==> config.mk <==
export PLATFORM = sky130hd
export DESIGN_NAME = phase_sequencer
export DESIGN_NICKNAME = d
export VERILOG_FILES = /design/src/rtl/phase_sequencer.sv
export SDC_FILE = /design/constraint.sdc
export NUM_CORES = 1
export LEC_CHECK = 0
export BUFFER_PORTS_ARGS = -buffer_cell sky130_fd_sc_hd__buf_4
export CAP_MARGIN = 10
export CORE_UTILIZATION = 50
export DETAILED_ROUTE_END_ITERATION = 16
export GPL_ROUTABILITY_DRIVEN = 0
export PLACE_DENSITY = 0.85
export SYNTH_ARGS = -nofsm -noshare
export SYNTH_HDL_FRONTEND = slang
export SYNTH_SLANG_ARGS = --single-unit
export TNS_END_PERCENT = 50
==> constraint.sdc <==
create_clock -name clk -period 2.45 [get_ports clk]
set_clock_uncertainty 0.2 [all_clocks]
set_input_delay 0.49 -clock clk [delete_from_list [all_inputs] [get_ports clk]]
set_output_delay 0.49 -clock clk [all_outputs]
set_load 0.1 [all_outputs]
==> src/rtl/phase_sequencer.sv <==
// phase_sequencer: frame controller that runs up to NUM_PHASES engines in
// ascending index order per frame via an enable/done handshake, with a
// per-frame phase mask, optional frame-tick pacing, a per-phase watchdog and
// sticky overrun/timeout status.
module phase_sequencer #(
  parameter int NUM_PHASES  = 2,
  parameter int IDX_W       = (NUM_PHASES > 1) ? $clog2(NUM_PHASES) : 1,
  parameter bit FRAME_PACED = 1'b0,
  parameter int TIMEOUT_W   = 20,
  parameter int TIMEOUT_CYC = 0,
  parameter int CNT_W       = 16
) (
  input  logic                  clk,
  input  logic                  resetn,
  input  logic [NUM_PHASES-1:0] phase_mask,
  input  logic [NUM_PHASES-1:0] phase_done,
  input  logic                  frame_tick,
  input  logic                  pause,
  input  logic                  clear_err,
  output logic [NUM_PHASES-1:0] phase_en,
  output logic [IDX_W-1:0]      cur_phase,
  output logic                  frame_start,
  output logic                  frame_done,
  output logic [CNT_W-1:0]      frame_count,
  output logic                  timeout_err,
  output logic [IDX_W-1:0]      timeout_phase,
  output logic                  overrun
);

  typedef enum logic {IDLE, RUN} state_t;

  localparam logic [NUM_PHASES-1:0] ONE      = NUM_PHASES'(1);
  localparam logic [TIMEOUT_W-1:0]  TMO_LAST =
    TIMEOUT_W'((TIMEOUT_CYC > 0) ? TIMEOUT_CYC - 1 : 0);

  state_t                  state_q, state_d;
  logic [NUM_PHASES-1:0]   mask_q, mask_d;
  logic [TIMEOUT_W-1:0]    timer_q, timer_d;
  logic [NUM_PHASES-1:0]   phase_en_q, phase_en_d;
  logic [IDX_W-1:0]        cur_phase_q, cur_phase_d;
  logic                    frame_start_q, frame_start_d;
  logic                    frame_done_q, frame_done_d;
  logic [CNT_W-1:0]        frame_count_q, frame_count_d;
  logic                    timeout_err_q, timeout_err_d;
  logic [IDX_W-1:0]        timeout_phase_q, timeout_phase_d;
  logic                    overrun_q, overrun_d;

  logic                    start_ok;
  logic                    cur_done;
  logic                    wd_hit;
  logic                    advance;
  logic                    nxt_found;
  logic [IDX_W-1:0]        nxt_idx;
  logic [IDX_W-1:0]        first_idx;

  // Index of the lowest set bit; 0 when the vector is empty.
  function automatic logic [IDX_W-1:0] lowest_set(input logic [NUM_PHASES-1:0] m);
    lowest_set = '0;
    for (int i = NUM_PHASES - 1; i >= 0; i--)
      if (m[i]) lowest_set = IDX_W'(i);
  endfunction

  // Next enabled phase above the active one in the frame's snapshot mask.
  always_comb begin
    nxt_found = 1'b0;
    nxt_idx   = '0;
    for (int i = NUM_PHASES - 1; i >= 0; i--) begin
      if (mask_q[i] && (i > int'(cur_phase_q))) begin
        nxt_found = 1'b1;
        nxt_idx   = IDX_W'(i);
      end
    end
  end

  // Handshake qualifiers: only the active engine's done bit counts, and the
  // watchdog forces completion on the last allowed cycle of a phase.
  always_comb begin
    first_idx = lowest_set(phase_mask);
    start_ok  = !pause && (|phase_mask) && (!FRAME_PACED || frame_tick);
    cur_done  = (state_q == RUN) && (|(phase_done & phase_en_q));
    wd_hit    = (TIMEOUT_CYC > 0) && (state_q == RUN) && !cur_done &&
                (timer_q == TMO_LAST);
    advance   = cur_done || wd_hit;
  end

  // Next-state and registered-output computation for the frame FSM.
  always_comb begin
    state_d         = state_q;
    mask_d          = mask_q;
    timer_d         = timer_q;
    phase_en_d      = phase_en_q;
    cur_phase_d     = cur_phase_q;
    frame_start_d   = 1'b0;
    frame_done_d    = 1'b0;
    frame_count_d   = frame_count_q;
    timeout_err_d   = timeout_err_q;
    timeout_phase_d = timeout_phase_q;
    overrun_d       = overrun_q;

    // Clear first so a same-cycle set below takes priority.
    if (clear_err) begin
      timeout_err_d = 1'b0;
      overrun_d     = 1'b0;
    end

    unique case (state_q)
      IDLE: begin
        if (start_ok) begin
          mask_d        = phase_mask;
          cur_phase_d   = first_idx;
          phase_en_d    = ONE << first_idx;
          frame_start_d = 1'b1;
          timer_d       = '0;
          state_d       = RUN;
        end
      end
      RUN: begin
        timer_d = timer_q + TIMEOUT_W'(1);
        // Ticks are never queued; one arriving mid-frame (including the
        // cycle that ends the frame) is only reported.
        if (FRAME_PACED && frame_tick) overrun_d = 1'b1;
        if (wd_hit) begin
          timeout_err_d   = 1'b1;
          timeout_phase_d = cur_phase_q;
        end
        if (advance) begin
          timer_d = '0;
          if (nxt_found) begin
            cur_phase_d = nxt_idx;
            phase_en_d  = ONE << nxt_idx;
          end else begin
            phase_en_d    = '0;
            frame_done_d  = 1'b1;
            frame_count_d = frame_count_q + CNT_W'(1);
            state_d       = IDLE;
          end
        end
      end
      default: state_d = IDLE;
    endcase
  end

  // State and output registers; reset drops everything back to IDLE at once.
  always_ff @(posedge clk or negedge resetn) begin
    if (!resetn) begin
      state_q         <= IDLE;
      mask_q          <= '0;
      timer_q         <= '0;
      phase_en_q      <= '0;
      cur_phase_q     <= '0;
      frame_start_q   <= 1'b0;
      frame_done_q    <= 1'b0;
      frame_count_q   <= '0;
      timeout_err_q   <= 1'b0;
      timeout_phase_q <= '0;
      overrun_q       <= 1'b0;
    end else begin
      state_q         <= state_d;
      mask_q          <= mask_d;
      timer_q         <= timer_d;
      phase_en_q      <= phase_en_d;
      cur_phase_q     <= cur_phase_d;
      frame_start_q   <= frame_start_d;
      frame_done_q    <= frame_done_d;
      frame_count_q   <= frame_count_d;
      timeout_err_q   <= timeout_err_d;
      timeout_phase_q <= timeout_phase_d;
      overrun_q       <= overrun_d;
    end
  end

  assign phase_en      = phase_en_q;
  assign cur_phase     = cur_phase_q;
  assign frame_start   = frame_start_q;
  assign frame_done    = frame_done_q;
  assign frame_count   = frame_count_q;
  assign timeout_err   = timeout_err_q;
  assign timeout_phase = timeout_phase_q;
  assign overrun       = overrun_q;

endmodule

### Word level (Yosys, flattened, before mapping)

Cells that the tools add are included.

* equality and inequality tests: 3
* order comparisons: 1
* shifts and indexed selects: 2
* bitwise logic cells: 3
* add/sub/neg operators: 1
* mux-type cells: 19
* reductions and logical operators: 10

Operators with widths (count)
* $add 16x1->16 const B: 1
* $mux 1: 13
* $mux 2: 3
* $reduce_and 3->1: 2
* $ne 2x1->1 const B: 2
* $pmux 1 s2: 2
* $pmux 2 s2: 1
* $reduce_and 2->1: 2
* $reduce_or 2->1: 2
* $shl 1x1->2 const A: 2
* $logic_and 1x1->1: 3
* $and 2x2->2: 1
* $ne 2x2->1 const B: 1
* $not 1->1: 2
* $gt 1x1->1 const A: 1
* $logic_not 1->1: 1

* logic and storage cells: 46
* input bits: 9
* register bits after elaboration: 24

### Longest topological paths before layout

* depth after elaboration: 7
* depth in mapped cells: 5
* depth with buffers taken out: 4

### Worst setup path after synthesis

Ideal clock, no wire load.

* path type: reg2reg
* start: reg phase_en_q[0] (netlist: phase_en[0])
* end: reg frame_count_q[13] (netlist: frame_count[13])
* clock period less this slack: 2575 ps
* data arrival time: 2213 ps
* data required time: 2088 ps
* cell stages (with the launch flop): 6
* setup slack: -125 ps
* cells stage by stage: dfrtp_1 > a22oi_2 > or4b_1 > buf_6 > nor4_4 > xor2_1

* longest elaborated chain between the ends: 4

RTL lines
* start, declared: RTL line 39 `logic [NUM_PHASES-1:0] phase_en_q, phase_en_d;`
* start signal, assigned: RTL line 161 `phase_en_q <= phase_en_d;`
* $and 2x2->2: RTL line 80 `cur_done = (state_q == RUN) && (|(phase_done & phase_en_q));`
* $reduce_or 2->1: RTL line 80
* $logic_and 1x1->1: RTL line 80
* $reduce_and 3->1 (no source line)
* end signal, assigned: RTL line 165 `frame_count_q <= frame_count_d;`
* end, declared: RTL line 43 `logic [CNT_W-1:0] frame_count_q, frame_count_d;`

Every way passes these cells.
A chain may end at the register's enable or synchronous reset.

### Worst setup path in the final report

* start: reg mask_q[1]
* end: reg frame_count_q[15] (netlist: frame_count[15])

* longest elaborated chain between the ends: 4

RTL lines
* start, declared: RTL line 37 `logic [NUM_PHASES-1:0] mask_q, mask_d;`
* start signal, assigned: RTL line 159 `mask_q <= mask_d;`
* $logic_and 1x1->1: RTL line 68 `if (mask_q[i] && (i > int'(cur_phase_q))) begin`
* $mux 1: RTL line 68
* $not 1->1 (no source line)
* $reduce_and 3->1 (no source line)

Every way passes these cells.

==> out/results.ini <==
[outcome]
outcome=completed

[worst_setup_path]
critPathSlowestCell=or4b_1
crit_start=mask_q[1]
r2r_slack_ps=310
r2r_start=mask_q[1]
cp_cell_sequence=nor2b_1, or4b_1, nor4_4, xor2_1
r2r_end=frame_count[15]
cpPeakStageDelay_ps=760
rr_worst_depth=4
cp-start-kind=flip-flop
cp.arrival_ps=2170
end_kind=flip-flop
critPathRequiredTime_ps=2480
crit_path_end=frame_count[15]
cp_max_fo=10
criticalPathCategory=flip-flop to flip-flop

[yosys]
synth_top_family_by_area=simple AND/OR/NAND/NOR gates
synth-simple-area-share_pct=22.79
yosysWarnings=0
seq_area_frac_synth_pct=52.15
syn-cell-area_um2=1104
synth_seq_cells=23
synth.area.mux_share_pct=2.041
yosys.area_share.xor_xnor_pct=11.90
synth_async_sr_flop_share_pct=100.0
synth_area_leader_cell=dfrtp_1
ys.flop_type=dfrtp_1
synthAdderAreaFrac_pct=1.134
synth.distinct_cells=29
synth_enable_flop_cells=0
synth_top_area_share_pct=52.15
syn_inst=96
synth_compound_area_share_pct=4.762
ys_top_cells_by_area=dfrtp_1 (52%), xor2_1 (7.1%), xnor2_1 (4.8%)
synth_area_per_cell_um2=11.50

[cells_and_area]
area_growth_pct=22.22
layout_commonest_cell=buf_4
drive_above_1_share_pct=32.80
nets=136
fillCellCount=158
final_cell_mix=buf_4 (27), dfrtp_1 (20), xor2_1 (9)
final_util_pct=66.71
multiInputGateArea_um2=481.7
n_antenna_cell=0
register_area_um2=579.3

[floorplan]
io_pins=33
core_um2=2022
die_x_um=48.98
std_cell_rows=16
dieArea_um2=2399
die_h_um=48.98
initial_core_util_pct=54.58

[clock_tree]
cts_buffer_depth=2
root_buffer=clkbuf_4
clk_pin_slew_ps=120
clock_sinks=23
clk_latency_ps=300
cts_tree=built
cts_max_level=1
cts_made_buffers=3
cts.repair.resized=0

[route]
routedWlPerCell_um=13.07
vias=783
drtIter0Drc=4
viasPerCell=5.151
postRouteAntennaNets=0
drtPass1Iterations=4
drc=0
totalWireLength_um=1987

[sta]
rsz0062_at_grt=no
worst_slack_ps=310.9
period_needed_ps=2139
timing.fmax_mhz=467.5
hold_viol=0
min_period_over_period_pct=87.31
slew_viol_final=0
setup_tns_ps=0
finalSetupViolCount=0

[pwr]
powerDensity_nw_per_um2=1178
leakagePower_uw=0.0006620
irDropWorstVdd_mv=0.9979

[grt]
grt_max_degree=24
grt.total_usage_pct=18.55
grt.overflow.total=0
antenna_found_initial=0
grt_pass1_vias=806
grt_pass1_wl_um=3422

[worst_hold_path]
min_path_type=primary input to flip-flop
min_path_cells=2

[job]
maxCapViolCount=0

[placed_design]
port_buffers=27
pre_cts_ws_ps=178.5
hpwl_um=1511

-- kinds of logic after synthesis --
logic type,after synthesis
flops,23
fa+ha+maj,1
simple gates,38
mux,2
other cells,1
xor+xnor,15
buf+inv,9
compound gates,7
-- Yosys cell counts (3+ instances only) --
cell	n
buf_4	3
xor2_1	9
dfrtp_1	23
inv_1	4
nor2_1	5
nand4_1	3
xnor2_1	6
nand3_1	3
nor3_1	6
nand2_1	8
-- repair_timing --
action | 4_1_cts | 5_1_grt
endpoints found under the setup margin | 0 | 0
hold buffers | 1 | 0
hold endpoints to repair | 23 | 0
buffers inserted | 0 | 0
-- area by class of cell --
type,instances,area share [%]
flip-flops and latches,23,42.95
clock buffers,4,1.948
well taps,27,2.505
repair buffers,28,15.77
inverters,4,1.113
multi-input cells,66,35.71
-- per-stage QoR --
step | power [µW] | cells | hold WS [ps] | area (µm²)
final | 1588 | 152 | 157.2 | 1349
after global routing | 1661 | 152 | 143.8 | 1349
after CTS | 1594 | 152 | 151.7 | 1349
after detailed placement | 1426 | 147 | 199.2 | 1313
after global placement | 1410 | 147 | 195.6 | 1313
after floorplan | 1252 | 98 | -5.591 | 1115
-- registers in the layout, indices dropped and copies added (netlist names) --
name	cells
state_q	1
frame_done	1
frame_count	16
cur_phase	1
phase_en	2
frame_start	1
mask_q	1
-- critical path, delay by kind of cell, from the launching register on --
family,cells,cell delay (ps)
flip-flops,1,420
XOR/XNOR,1,190
AND/OR/NAND/NOR,3,1260
-- worst min path at each step --
stage / startpoint / endpoint / slack (ps)
2_1_floorplan: resetn / cur_phase / -6
3_3_place_gp: resetn / frame_count[7] / 200
3_5_place_dp: resetn / frame_count[8] / 200
4_1_cts: pause / frame_start / 150
5_1_grt: pause / frame_start / 140
6_report: pause / frame_start / 160
-- metal layers --
metal	GRT usage, %	routed length (µm)
met1	21.68	846
met2	34.49	1030
met3	2.804	94
met4	5.882	16
met5	0	0
-- power breakdown --
group | total (µW) | internal, µW | switching [µW]
Clock | 170 | 63.4 | 106
Sequential | 570 | 468 | 101
Combinational | 849 | 200 | 649
Power figures use the tool's default switching activity.
